===== src/rtl/imm_pkg.sv =====
// rtl/imm_pkg.sv - shared types, sizes, LUT contents and expansion helper for the immediate sequencer
package imm_pkg;

    localparam int WIDTH      = 8;
    localparam int CHUNK      = 2;
    localparam int MAX_CHUNKS = WIDTH / CHUNK;
    localparam int LUT_DEPTH  = 16;
    localparam int LUT_IDX_W  = $clog2(LUT_DEPTH);

    typedef enum logic [1:0] {
        IMM_LUT  = 2'b00,
        IMM_SEXT = 2'b01,
        IMM_UNS  = 2'b10,
        IMM_RSVD = 2'b11
    } immMode_t;

    typedef enum logic [1:0] {
        S_IDLE,
        S_ACCUM,
        S_DONE
    } immState_t;

    // Constant table selected by the low accumulator bits in LUT mode
    function automatic logic [WIDTH-1:0] lutEntry(input logic [LUT_IDX_W-1:0] idx);
        logic [WIDTH-1:0] data;
        case (idx)
            4'h0: data = 8'h00;
            4'h1: data = 8'h01;
            4'h2: data = 8'h02;
            4'h3: data = 8'h04;
            4'h4: data = 8'h08;
            4'h5: data = 8'h10;
            4'h6: data = 8'h20;
            4'h7: data = 8'h40;
            4'h8: data = 8'h80;
            4'h9: data = 8'hFF;
            4'hA: data = 8'h7F;
            4'hB: data = 8'hF0;
            4'hC: data = 8'h0F;
            4'hD: data = 8'hAA;
            4'hE: data = 8'h55;
            default: data = 8'hC3;
        endcase
        return data;
    endfunction

    // Replicate the top received bit across the unfilled upper bits; acc is right-aligned
    function automatic logic [WIDTH-1:0] signExtend(input logic [WIDTH-1:0] acc, input logic [2:0] cnt);
        logic [WIDTH-1:0] ext;
        case (cnt)
            3'd1:    ext = {{6{acc[1]}}, acc[1:0]};
            3'd2:    ext = {{4{acc[3]}}, acc[3:0]};
            3'd3:    ext = {{2{acc[5]}}, acc[5:0]};
            default: ext = acc;
        endcase
        return ext;
    endfunction

endpackage


===== src/rtl/imm_lut.sv =====
// rtl/imm_lut.sv - combinational 16x8 immediate ROM
module imm_lut
    import imm_pkg::*;
(
    input  logic [LUT_IDX_W-1:0] index,
    output logic [WIDTH-1:0]     data
);

    assign data = lutEntry(index);

endmodule


===== src/rtl/imm_build_seq.sv =====
// rtl/imm_build_seq.sv - multi-cycle immediate assembler with expansion and valid/ready output
module imm_build_seq
    import imm_pkg::*;
(
    input  logic             clk,
    input  logic             rst_n,
    input  logic             start,
    input  logic [1:0]       mode,
    input  logic             chunk_valid,
    input  logic [CHUNK-1:0] chunk,
    input  logic             chunk_last,
    output logic             chunk_ready,
    output logic             imm_valid,
    output logic [WIDTH-1:0] imm_value,
    input  logic             out_ready,
    output logic             busy,
    output logic             err
);

    localparam logic [2:0] CNT_MAX = 3'(MAX_CHUNKS);

    immState_t        state, stateNext;
    logic [WIDTH-1:0] acc, accNext;
    logic [2:0]       cnt, cntNext;
    immMode_t         modeQ, modeNext;
    logic             errQ, errNext;
    logic [WIDTH-1:0] immQ, immNext;

    logic [WIDTH-1:0] shifted;
    logic [2:0]       cntInc;
    logic [WIDTH-1:0] lutData;
    logic [WIDTH-1:0] expanded;

    // Accumulator after taking the current chunk; count saturates rather than wrapping
    assign shifted = (acc << CHUNK) | {{(WIDTH-CHUNK){1'b0}}, chunk};
    assign cntInc  = (cnt >= CNT_MAX) ? cnt : cnt + 3'd1;

    imm_lut uLut (
        .index (shifted[LUT_IDX_W-1:0]),
        .data  (lutData)
    );

    // Expansion of the would-be accumulator so the result registers on the completing edge
    always_comb begin
        expanded = shifted;
        case (modeQ)
            IMM_LUT:  expanded = lutData;
            IMM_SEXT: expanded = signExtend(shifted, cntInc);
            default:  expanded = shifted;
        endcase
    end

    // Next-state and datapath updates; start always re-arms and clears stale error
    always_comb begin
        stateNext = state;
        accNext   = acc;
        cntNext   = cnt;
        modeNext  = modeQ;
        errNext   = errQ;
        immNext   = immQ;
        case (state)
            S_IDLE: begin
                if (start) begin
                    stateNext = S_ACCUM;
                    accNext   = '0;
                    cntNext   = '0;
                    modeNext  = immMode_t'(mode);
                    errNext   = (mode == 2'b11);
                end
            end
            S_ACCUM: begin
                if (start) begin
                    accNext  = '0;
                    cntNext  = '0;
                    modeNext = immMode_t'(mode);
                    errNext  = (mode == 2'b11);
                end else if (chunk_valid) begin
                    accNext = shifted;
                    cntNext = cntInc;
                    if (chunk_last || cntInc == CNT_MAX) begin
                        stateNext = S_DONE;
                        immNext   = expanded;
                    end
                end
            end
            S_DONE: begin
                if (chunk_valid) begin
                    errNext = 1'b1;
                end
                if (out_ready) begin
                    if (start) begin
                        stateNext = S_ACCUM;
                        accNext   = '0;
                        cntNext   = '0;
                        modeNext  = immMode_t'(mode);
                        errNext   = (mode == 2'b11);
                    end else begin
                        stateNext = S_IDLE;
                    end
                end
            end
            default: stateNext = S_IDLE;
        endcase
    end

    // State register
    always_ff @(posedge clk) begin
        if (!rst_n) begin
            state <= S_IDLE;
        end else begin
            state <= stateNext;
        end
    end

    // Datapath registers: accumulator, count, latched mode, sticky error, result
    always_ff @(posedge clk) begin
        if (!rst_n) begin
            acc   <= '0;
            cnt   <= '0;
            modeQ <= IMM_LUT;
            errQ  <= 1'b0;
            immQ  <= '0;
        end else begin
            acc   <= accNext;
            cnt   <= cntNext;
            modeQ <= modeNext;
            errQ  <= errNext;
            immQ  <= immNext;
        end
    end

    assign chunk_ready = (state == S_ACCUM);
    assign imm_valid   = (state == S_DONE);
    assign busy        = (state != S_IDLE);
    assign imm_value   = immQ;
    assign err         = errQ;

endmodule


===== config.mk =====
export PLATFORM = sky130hd
export DESIGN_NAME = imm_build_seq
export DESIGN_NICKNAME = d
export VERILOG_FILES = /design/src/rtl/imm_pkg.sv /design/src/rtl/imm_lut.sv /design/src/rtl/imm_build_seq.sv
export SDC_FILE = /design/constraint.sdc
export NUM_CORES = 1
export LEC_CHECK = 0
export BUFFER_PORTS_ARGS = -buffer_cell sky130_fd_sc_hd__buf_2
export CAP_MARGIN = 20
export CORE_AREA = 10 10 71 73
export CTS_CLUSTER_DIAMETER = 120
export DETAILED_ROUTE_END_ITERATION = 6
export DIE_AREA = 0 0 81 83
export REMOVE_ABC_BUFFERS = 1
export SYNTH_ARGS = -nofsm -noshare
export SYNTH_HDL_FRONTEND = slang
export SYNTH_HIERARCHICAL = 1
export SYNTH_SLANG_ARGS = --single-unit

===== constraint.sdc =====
create_clock -name clk -period 2.57 [get_ports clk]
set_clock_uncertainty 0.05 [all_clocks]
set_input_delay 0.514 -clock clk [delete_from_list [all_inputs] [get_ports clk]]
set_output_delay 0.514 -clock clk [all_outputs]
set_load 0.05 [all_outputs]

==> impl_results.md, run 1 <==
* Outcome: complete, no violations
* Skew-Pair Late Insertion Delay at 0.26 ns
* CP Capture Type: flip-flop
* Util after Layout at 44.6%
* Post-synth top cells: 22 x dfxtp_1, 18 x nand2_1, 14 x nor2_1, 13 x a21oi_1, 7 x nand3_1
* Mapped Cells at 169
* Largest net degree at the start of global routing at 17
* Die span in x at 81 um
* Num Clock Sinks at 22
* Layout area overhead at 13.0%
* FF+latch count, synth at 22
* Final hold viol count at 0
* Drt pass-1 iters at 4
* Clock Root Buffer: clkbuf_8
* Switching Share at 26.7%
* Leakage power at 0.000641 uW
* Synth top area cells: dfxtp_1 31%, ha_1 5.2%, nand2_1 4.7%
* Flop pwr share at 43.9%
* Port bufs at 21
* # fillers at 377
* Die outline height at 83 um
* Gr usage total at 10.1%
* Core footprint at 3630 um2
* RSZ-0062 raised after global routing: false
* Detailed Route WL at 3390 um
* Synth Area per Inst at 8.49 um2
* Slew headroom at 59.8%
* Ports at 22
* CP max FO at 16
* Synth top area share at 30.7%
* Most frequent cell after synthesis: dfxtp_1
* Fin crit share at 87.1%
* Worst r2r dst: imm_value[3]
* Hold Path Class: reg -> reg
* Worst path slowest cell: dfxtp_1
* Achievable frequency at 0.447 GHz
* Via density at 5.53
* Vias in the first global route at 1240
* End point of the worst hold path: imm_value[2]
* PD cells at 508 nW/um2
* First-pass GRT wire length at 5780 um
* Top delay family on crit path: compound AO/OA/AOI/OAI gates
* Via count at 1305
* Worst path required time at 2.67 ns
* Synthesis warning total at 6
* Reg2reg start: cnt[0]
* Post-CTS setup buffer count at 0
* CP Buf/Inv Count at 1
* Overflow after GRT at 0
* Antenna diodes at 0
* Drt drc at 0
* Final setup violation count at 0
* R2R Setup Slk at 0.33 ns
* Nets at 205
* FP Rows at 22
* Synth cell types at 49
* HPWL after DPL at 2590 um
* Max Buffers Root-to-Sink at 2
* Type of the worst setup path: reg -> reg
* Cts bufs inserted at 3
* Hold buffer count at CTS at 0
* Post-CTS sizing at 0
* Area leader, netlist: dfxtp_1
* Initial antenna violation count at 0
* Critical Path Max Stage Delay at 0.52 ns
* Peak VDD IR at 0.228 mV
* Total die area at 6720 um2
* Initial DRC Count at 108
* Routed WL per cell at 14.4 um
* Fin. max-slew vios at 0
* Comb power frac at 16.7%
* Post-synth ARST share at 0%
* Worst Setup Start Kind: flip-flop
* CTS tree: built
* RD Place Congestion at 0.821
* Initial Util at 39.5%
* Proportion of layout cells with a drive suffix above 1 at 21.3%
* Clk pwr share at 39.4%
* Antenna viol nets, final at 0
* Total net switching power at 220 uW
* Min cycle time layout at 2.24 ns
* Worst Reg2Reg Path Length in Cells at 6
* Clock slew at reported path FFs at 0.08 ns
* H-tree levels at 1
* Post-Syn Area at 1440 um2
* Number of synthesized flops with an enable pin at 0
* Measured slew at the worst slew-check pin at 0.600 ns
* Worst EP arrival at 2.34 ns
* Most common flop cell mapped by yosys: dfxtp_1
* Max-Cap Viols at 0
* WHS Path Cells at 2
* Worst Hold Launch: imm_value[2]
* Setup_tns at 0 ns
* Crit-path cells: inv_1 > ha_1 > nor4bb_2 > o31a_4 > a21boi_1 > a31oi_1
* P_int at 604 uW
* Sequential share of the synthesized area at 30.7%
[power groups by stage]
stage / logic (uW) / clock network [uW] / registers (uW)
3_3_place_gp: 135 / 0 / 369
2_1_floorplan: 84.2 / 0 / 382
4_1_cts: 137 / 334 / 362
3_5_place_dp: 137 / 0 / 370
5_1_grt: 151 / 346 / 365
6_report: 137 / 325 / 362
[registers in the layout, summed over array words and instances, names as in the netlist]
signal and cells:
acc 6, cnt 3, err 1, imm_value 8
modeQ 2, state 2
[metal layers]
metal / vias up / track usage, % / share of wire, %
li1: 659 / - / -
met1: 604 / 13.6 / 49
met2: 36 / 14.8 / 42
met3: 6 / 3.23 / 7.0
met4: 0 / 3.13 / 1.8
met5: - / 0 / 0
[logic make-up (layout without fill, tap and decap cells)]
| logic type | count (synthesis) | count (layout) | share of synthesized area (%) |
|---|---|---|---|
| flops | 22 | 22 | 30.7 |
| compound gates | 54 | 54 | 28.2 |
| buf+inv | 14 | 33 | 5.84 |
| mux | 5 | 5 | 3.57 |
| fa+ha+maj | 6 | 6 | 5.23 |
| simple gates | 68 | 68 | 26.5 |
[area by class of cell]
cell class                 instances  area (um2)  area share, %
sequential                        22         440           27.2
multi-input combinational        133         911           56.2
tap                               48        60.1           3.70
inverter                           7        26.3           1.62
clock buffer                       3        41.3           2.55
clock inverter                     1        30.0           1.85
timing repair buffer              22         113           6.94
[tightest hold or removal path, cell delays in order (launching register included)]
cell,delay [ns]
dfxtp_1,0.31
nand2b_1,0.06
a21oi_1,0.06
[cells in the final DEF, fill, tap and decap left out, types with 3 or more instances in the layout]
master	instances
o21ai_0	4
nor2_1	14
nor2b_1	6
clkbuf_8	3
o211ai_1	4
or2_1	3
ha_1	6
dfxtp_1	22
a31oi_1	5
mux2i_1	4
nand3b_1	3
a32o_1	3
nand2_1	18
nand3_1	7
inv_1	6
a21oi_1	13
a22oi_1	3
o21ai_1	5
o31ai_1	3
buf_2	21
[worst max path at each step]
stage | from | end | cells after the start
3_3_place_gp | cnt[0] | imm_value[3] | 6
4_1_cts | cnt[0] | imm_value[3] | 6
5_1_grt | cnt[0] | imm_value[3] | 6
2_1_floorplan | state[0] | acc[3] | 4
6_report | cnt[0] | imm_value[3] | 6
3_5_place_dp | cnt[0] | imm_value[3] | 6
[per-stage QoR]
| stage | cells | worst slack, ns | cell area [um2] | hold slack [ns] | total power [uW] |
|---|---|---|---|---|---|
| 2_1_floorplan | 162 | 0.564 | 1380 | 0.395 | 466 |
| 3_3_place_gp | 232 | 0.471 | 1550 | 0.407 | 505 |
| 3_5_place_dp | 232 | 0.351 | 1550 | 0.414 | 507 |
| 4_1_cts | 236 | 0.331 | 1620 | 0.429 | 834 |
| 5_1_grt | 236 | 0.149 | 1620 | 0.462 | 862 |
| 6_report | 236 | 0.332 | 1620 | 0.425 | 824 |
Power figures use the tool's default switching activity.
==> inputs of run 2 (changes only) <==
MAX_ROUTING_LAYER = met4   (was default)
==> impl_results.md, run 2 (synthesized netlist as in run 1, its figures left out) <==
* Outcome: complete, no violations
* Largest net degree at the start of global routing at 17
* Worst path required time at 2.67 ns
* Leakage power at 0.000641 uW
* Slew headroom at 60.3%
* Via density at 5.58
* # fillers at 377
* Routed WL per cell at 14.4 um
* Clock Root Buffer: clkbuf_8
* Reg area at 440 um2
* Total power at 825 uW
* PD cells at 509 nW/um2
* Num Clock Sinks at 22
* Peak VDD IR at 0.229 mV
* Die outline height at 83 um
* Multi-input gate area at 911 um2
* Total die area at 6720 um2
* Antenna viol nets, final at 0
* Detailed Route WL at 3410 um
* Via count at 1318
* RD Place Congestion at 0.833
* Measured slew at the worst slew-check pin at 0.593 ns
* First-pass GRT wire length at 5800 um
* Min cycle time layout at 2.24 ns
* Hold buffer count at CTS at 0
* Most common cell after layout, fill and taps aside: dfxtp_1
* Antenna diodes at 0
* Max-Cap Viols at 0
* Worst Setup Start Kind: flip-flop
* Gr usage total at 10.4%
* Worst EP arrival at 2.34 ns
* FP Rows at 22
* Cts bufs inserted at 3
* Skew-Pair Late Insertion Delay at 0.26 ns
* Post-CTS setup buffer count at 0
* CP Capture Type: flip-flop
* Proportion of layout cells with a drive suffix above 1 at 21.3%
* Hold Path Class: reg -> reg
* CTS tree: built
* Drt drc at 0
* Initial antenna violation count at 0
* RSZ-0062 raised after global routing: false
* CP max FO at 16
* Achievable frequency at 0.446 GHz
* Fin. max-slew vios at 0
* Placement Setup Slack at 0.351 ns
* Port bufs at 21
* Overflow after GRT at 0
* Layout area overhead at 13.0%
* Ports at 22
* Initial Util at 39.5%
* Nets at 205
* H-tree levels at 1
* Core footprint at 3630 um2
* Final setup violation count at 0
* Post-CTS sizing at 0
* Final hold viol count at 0
* Fin crit share at 87.3%
* Final worst slack at 0.327 ns
* Setup_tns at 0 ns
* Type of the worst setup path: reg -> reg
* Max Buffers Root-to-Sink at 2
* Most frequent cells in the layout: 22 x dfxtp_1, 21 x buf_2, 18 x nand2_1
* Clock slew at reported path FFs at 0.08 ns
* Initial DRC Count at 82
* HPWL after DPL at 2590 um
* Vias in the first global route at 1241
* Drt pass-1 iters at 4
* Die span in x at 81 um
* Max reg flops at 8
[run 2: cell type report]
class | count | area share (%)
Timing Repair Buffer | 22 | 6.94
Multi-Input combinational cell | 133 | 56.2
Sequential cell | 22 | 27.2
Clock inverter | 1 | 1.85
Inverter | 7 | 1.62
Clock buffer | 3 | 2.55
Tap cell | 48 | 3.70
[run 2: power breakdown]
part | switching (uW) | internal, uW
logic | 91.2 | 46.4
registers | 12.6 | 350
clock network | 117 | 208
[run 2: final timing paths]
path / slack [ns] / endpoint / start / cells past startpoint
worst max-delay path: 0.33 / imm_value[3] / cnt[0] / 6
worst max register to register: 0.33 / imm_value[3] / cnt[0] / 6
worst min register to register: 0.43 / imm_value[2] / imm_value[2] / 2
worst min-delay path: 0.43 / imm_value[2] / imm_value[2] / 2
[run 2: critical path, stage by stage (launching register included)]
cell	delay (ns)
dfxtp_1	0.52
inv_1	0.13
ha_1	0.43
nor4bb_2	0.39
o31a_4	0.28
a21boi_1	0.23
a31oi_1	0.09
[run 2: through the flow]
stage               instances  cell area, um2  hold WS (ns)  utilization (%)
global placement          232            1550         0.407             42.7
floorplan                 162            1380         0.395                -
global route              236            1620         0.462             44.6
detailed placement        232            1550         0.414             42.7
finish                    236            1620         0.425             44.6
CTS                       236            1620         0.429             44.6
[run 2: layer usage]
| layer | wire length (um) | share of wire [%] | GRT usage, % |
|---|---|---|---|
| met1 | 1690 | 49 | 13.9 |
| met2 | 1430 | 42 | 14.6 |
| met3 | 236 | 6.9 | 3.13 |
| met4 | 57 | 1.7 | 3.13 |
| met5 | 0 | 0 | - |
==> inputs of run 3 (changes only) <==
SETUP_SLACK_MARGIN = 0.5   (was default)
==> impl_results.md, run 3 (synthesized netlist as in run 1, its figures left out) <==
* Outcome: complete, no violations
* Die span in x at 81 um
* Peak VDD IR at 0.229 mV
* R2R Setup Slk at 0.64 ns
* Leakage power at 0.000663 uW
* Final Cell Area at 1670 um2
* CP Capture Type: flip-flop
* Achievable frequency at 0.518 GHz
* Initial DRC Count at 74
* Worst r2r dst: imm_value[7]
* Cts bufs inserted at 3
* Antenna diodes at 0
* CTS tree: built
* RD Place Congestion at 0.833
* Clock Root Buffer: clkbuf_8
* Critical Path Max Stage Delay at 0.43 ns
* PD cells at 497 nW/um2
* Layout Cells excl Fill at 240
* Max-Cap Viols at 0
* Measured slew at the worst slew-check pin at 0.596 ns
* Vias in the first global route at 1248
* Placement Setup Slack at 0.351 ns
* HPWL after DPL at 2590 um
* Final setup violation count at 0
* Worst path slowest cell: o31a_4
* Total power at 828 uW
* Via density at 5.50
* Die outline height at 83 um
* Setup_tns at 0 ns
* Worst Hold Launch: imm_value[2]
* FP Rows at 22
* Post-place instance area at 1550 um2
* H-tree levels at 1
* Crit-path cells: inv_1 > ha_2 > nor4bb_4 > o31a_4 > buf_4 > o21ai_0 > a31oi_1
* Detailed Route WL at 3450 um
* Final worst slack at 0.640 ns
* Max Buffers Root-to-Sink at 2
* Total die area at 6720 um2
* First-pass GRT wire length at 5830 um
* Nets at 209
* Port bufs at 21
* Initial Util at 39.5%
* Hold buffer count at CTS at 0
* Fin. max-slew vios at 0
* Ports at 22
* Worst path required time at 2.67 ns
* Max reg flops at 8
* Hold Path Class: reg -> reg
* Final hold viol count at 0
* Cells after DPL at 232
* Largest net degree at the start of global routing at 17
* Type of the worst setup path: reg -> reg
* Proportion of layout cells with a drive suffix above 1 at 24.0%
* Routed WL per cell at 14.4 um
* Layout area overhead at 16.1%
* CP max FO at 13
* Core footprint at 3630 um2
* Drt pass-1 iters at 4
* Clock slew at reported path FFs at 0.08 ns
* RSZ-0062 raised after global routing: false
* Worst Reg2Reg Path Length in Cells at 7
* Drt drc at 0
* Num Clock Sinks at 22
* Min cycle time layout at 1.93 ns
* Gr usage total at 10.5%
* WHS Path Cells at 2
* Worst Setup Start Kind: flip-flop
* Initial antenna violation count at 0
* Most frequent cells in the layout: 21 x dfxtp_1, 21 x buf_2, 18 x nand2_1
* Slew headroom at 60.1%
* Antenna viol nets, final at 0
* Overflow after GRT at 0
* Via count at 1319
* Fin crit share at 75.1%
* End point of the worst hold path: imm_value[2]
* Skew-Pair Late Insertion Delay at 0.26 ns
* Worst EP arrival at 2.03 ns
* Reg2reg start: cnt[0]
==> run 3: cell type report <==
class | count | area [um2]
Timing Repair Buffer | 26 | 143
Clock buffer | 3 | 41.3
Tap cell | 48 | 60.1
Clock inverter | 1 | 30.0
Inverter | 7 | 26.3
Multi-Input combinational cell | 133 | 922
Fill cell | 373 | 1970
Sequential cell | 22 | 444
==> run 3: critical path: cells and delay by family, from the launching register on <==
family | cells | cell delay (ns)
compound gates | 3 | 0.62
buf+inv | 2 | 0.25
simple gates | 1 | 0.07
fa+ha+maj | 1 | 0.42
flops | 1 | 0.41
==> run 3: metal layers <==
metal / wire (um) / track usage, % / up-vias
li1: - / - / 669
met1: 1690 / 14.0 / 608
met2: 1490 / 14.8 / 36
met3: 212 / 3.13 / 6
met4: 57 / 3.13 / 0
met5: 0 / - / -
==> run 3: worst max-delay path by stage <==
| stage | start | end | slack, ns | depth (start not counted) |
|---|---|---|---|---|
| 3_5_place_dp | cnt[0] | imm_value[3] | 0.35 | 6 |
| 3_3_place_gp | cnt[0] | imm_value[3] | 0.47 | 6 |
| 2_1_floorplan | state[0] | acc[3] | 0.56 | 4 |
| 4_1_cts | cnt[0] | imm_value[3] | 0.52 | 6 |
| 6_report | cnt[0] | imm_value[7] | 0.64 | 7 |
| 5_1_grt | cnt[0] | imm_value[7] | 0.52 | 7 |
==> run 3: repair_timing <==
action                     CTS  global route
buffers inserted             4             0
setup endpoints to repair    8             8
gates resized for setup      2             2
pin swaps                    1             0
==> run 3: where the power goes <==
| group | internal [uW] | leakage [uW] | switching [uW] | total, uW |
|---|---|---|---|---|
| Sequential | 349 | 0.000179 | 12.7 | 362 |
| Clock | 208 | 0.0000357 | 118 | 327 |
| Combinational | 48.4 | 0.000448 | 91.5 | 140 |
==> run 3: per-stage QoR <==
step | hold slack, ns | util (%)
2_1_floorplan | 0.395 | -
3_3_place_gp | 0.407 | 42.7
3_5_place_dp | 0.414 | 42.7
4_1_cts | 0.429 | 45.7
5_1_grt | 0.462 | 45.9
6_report | 0.425 | 45.9
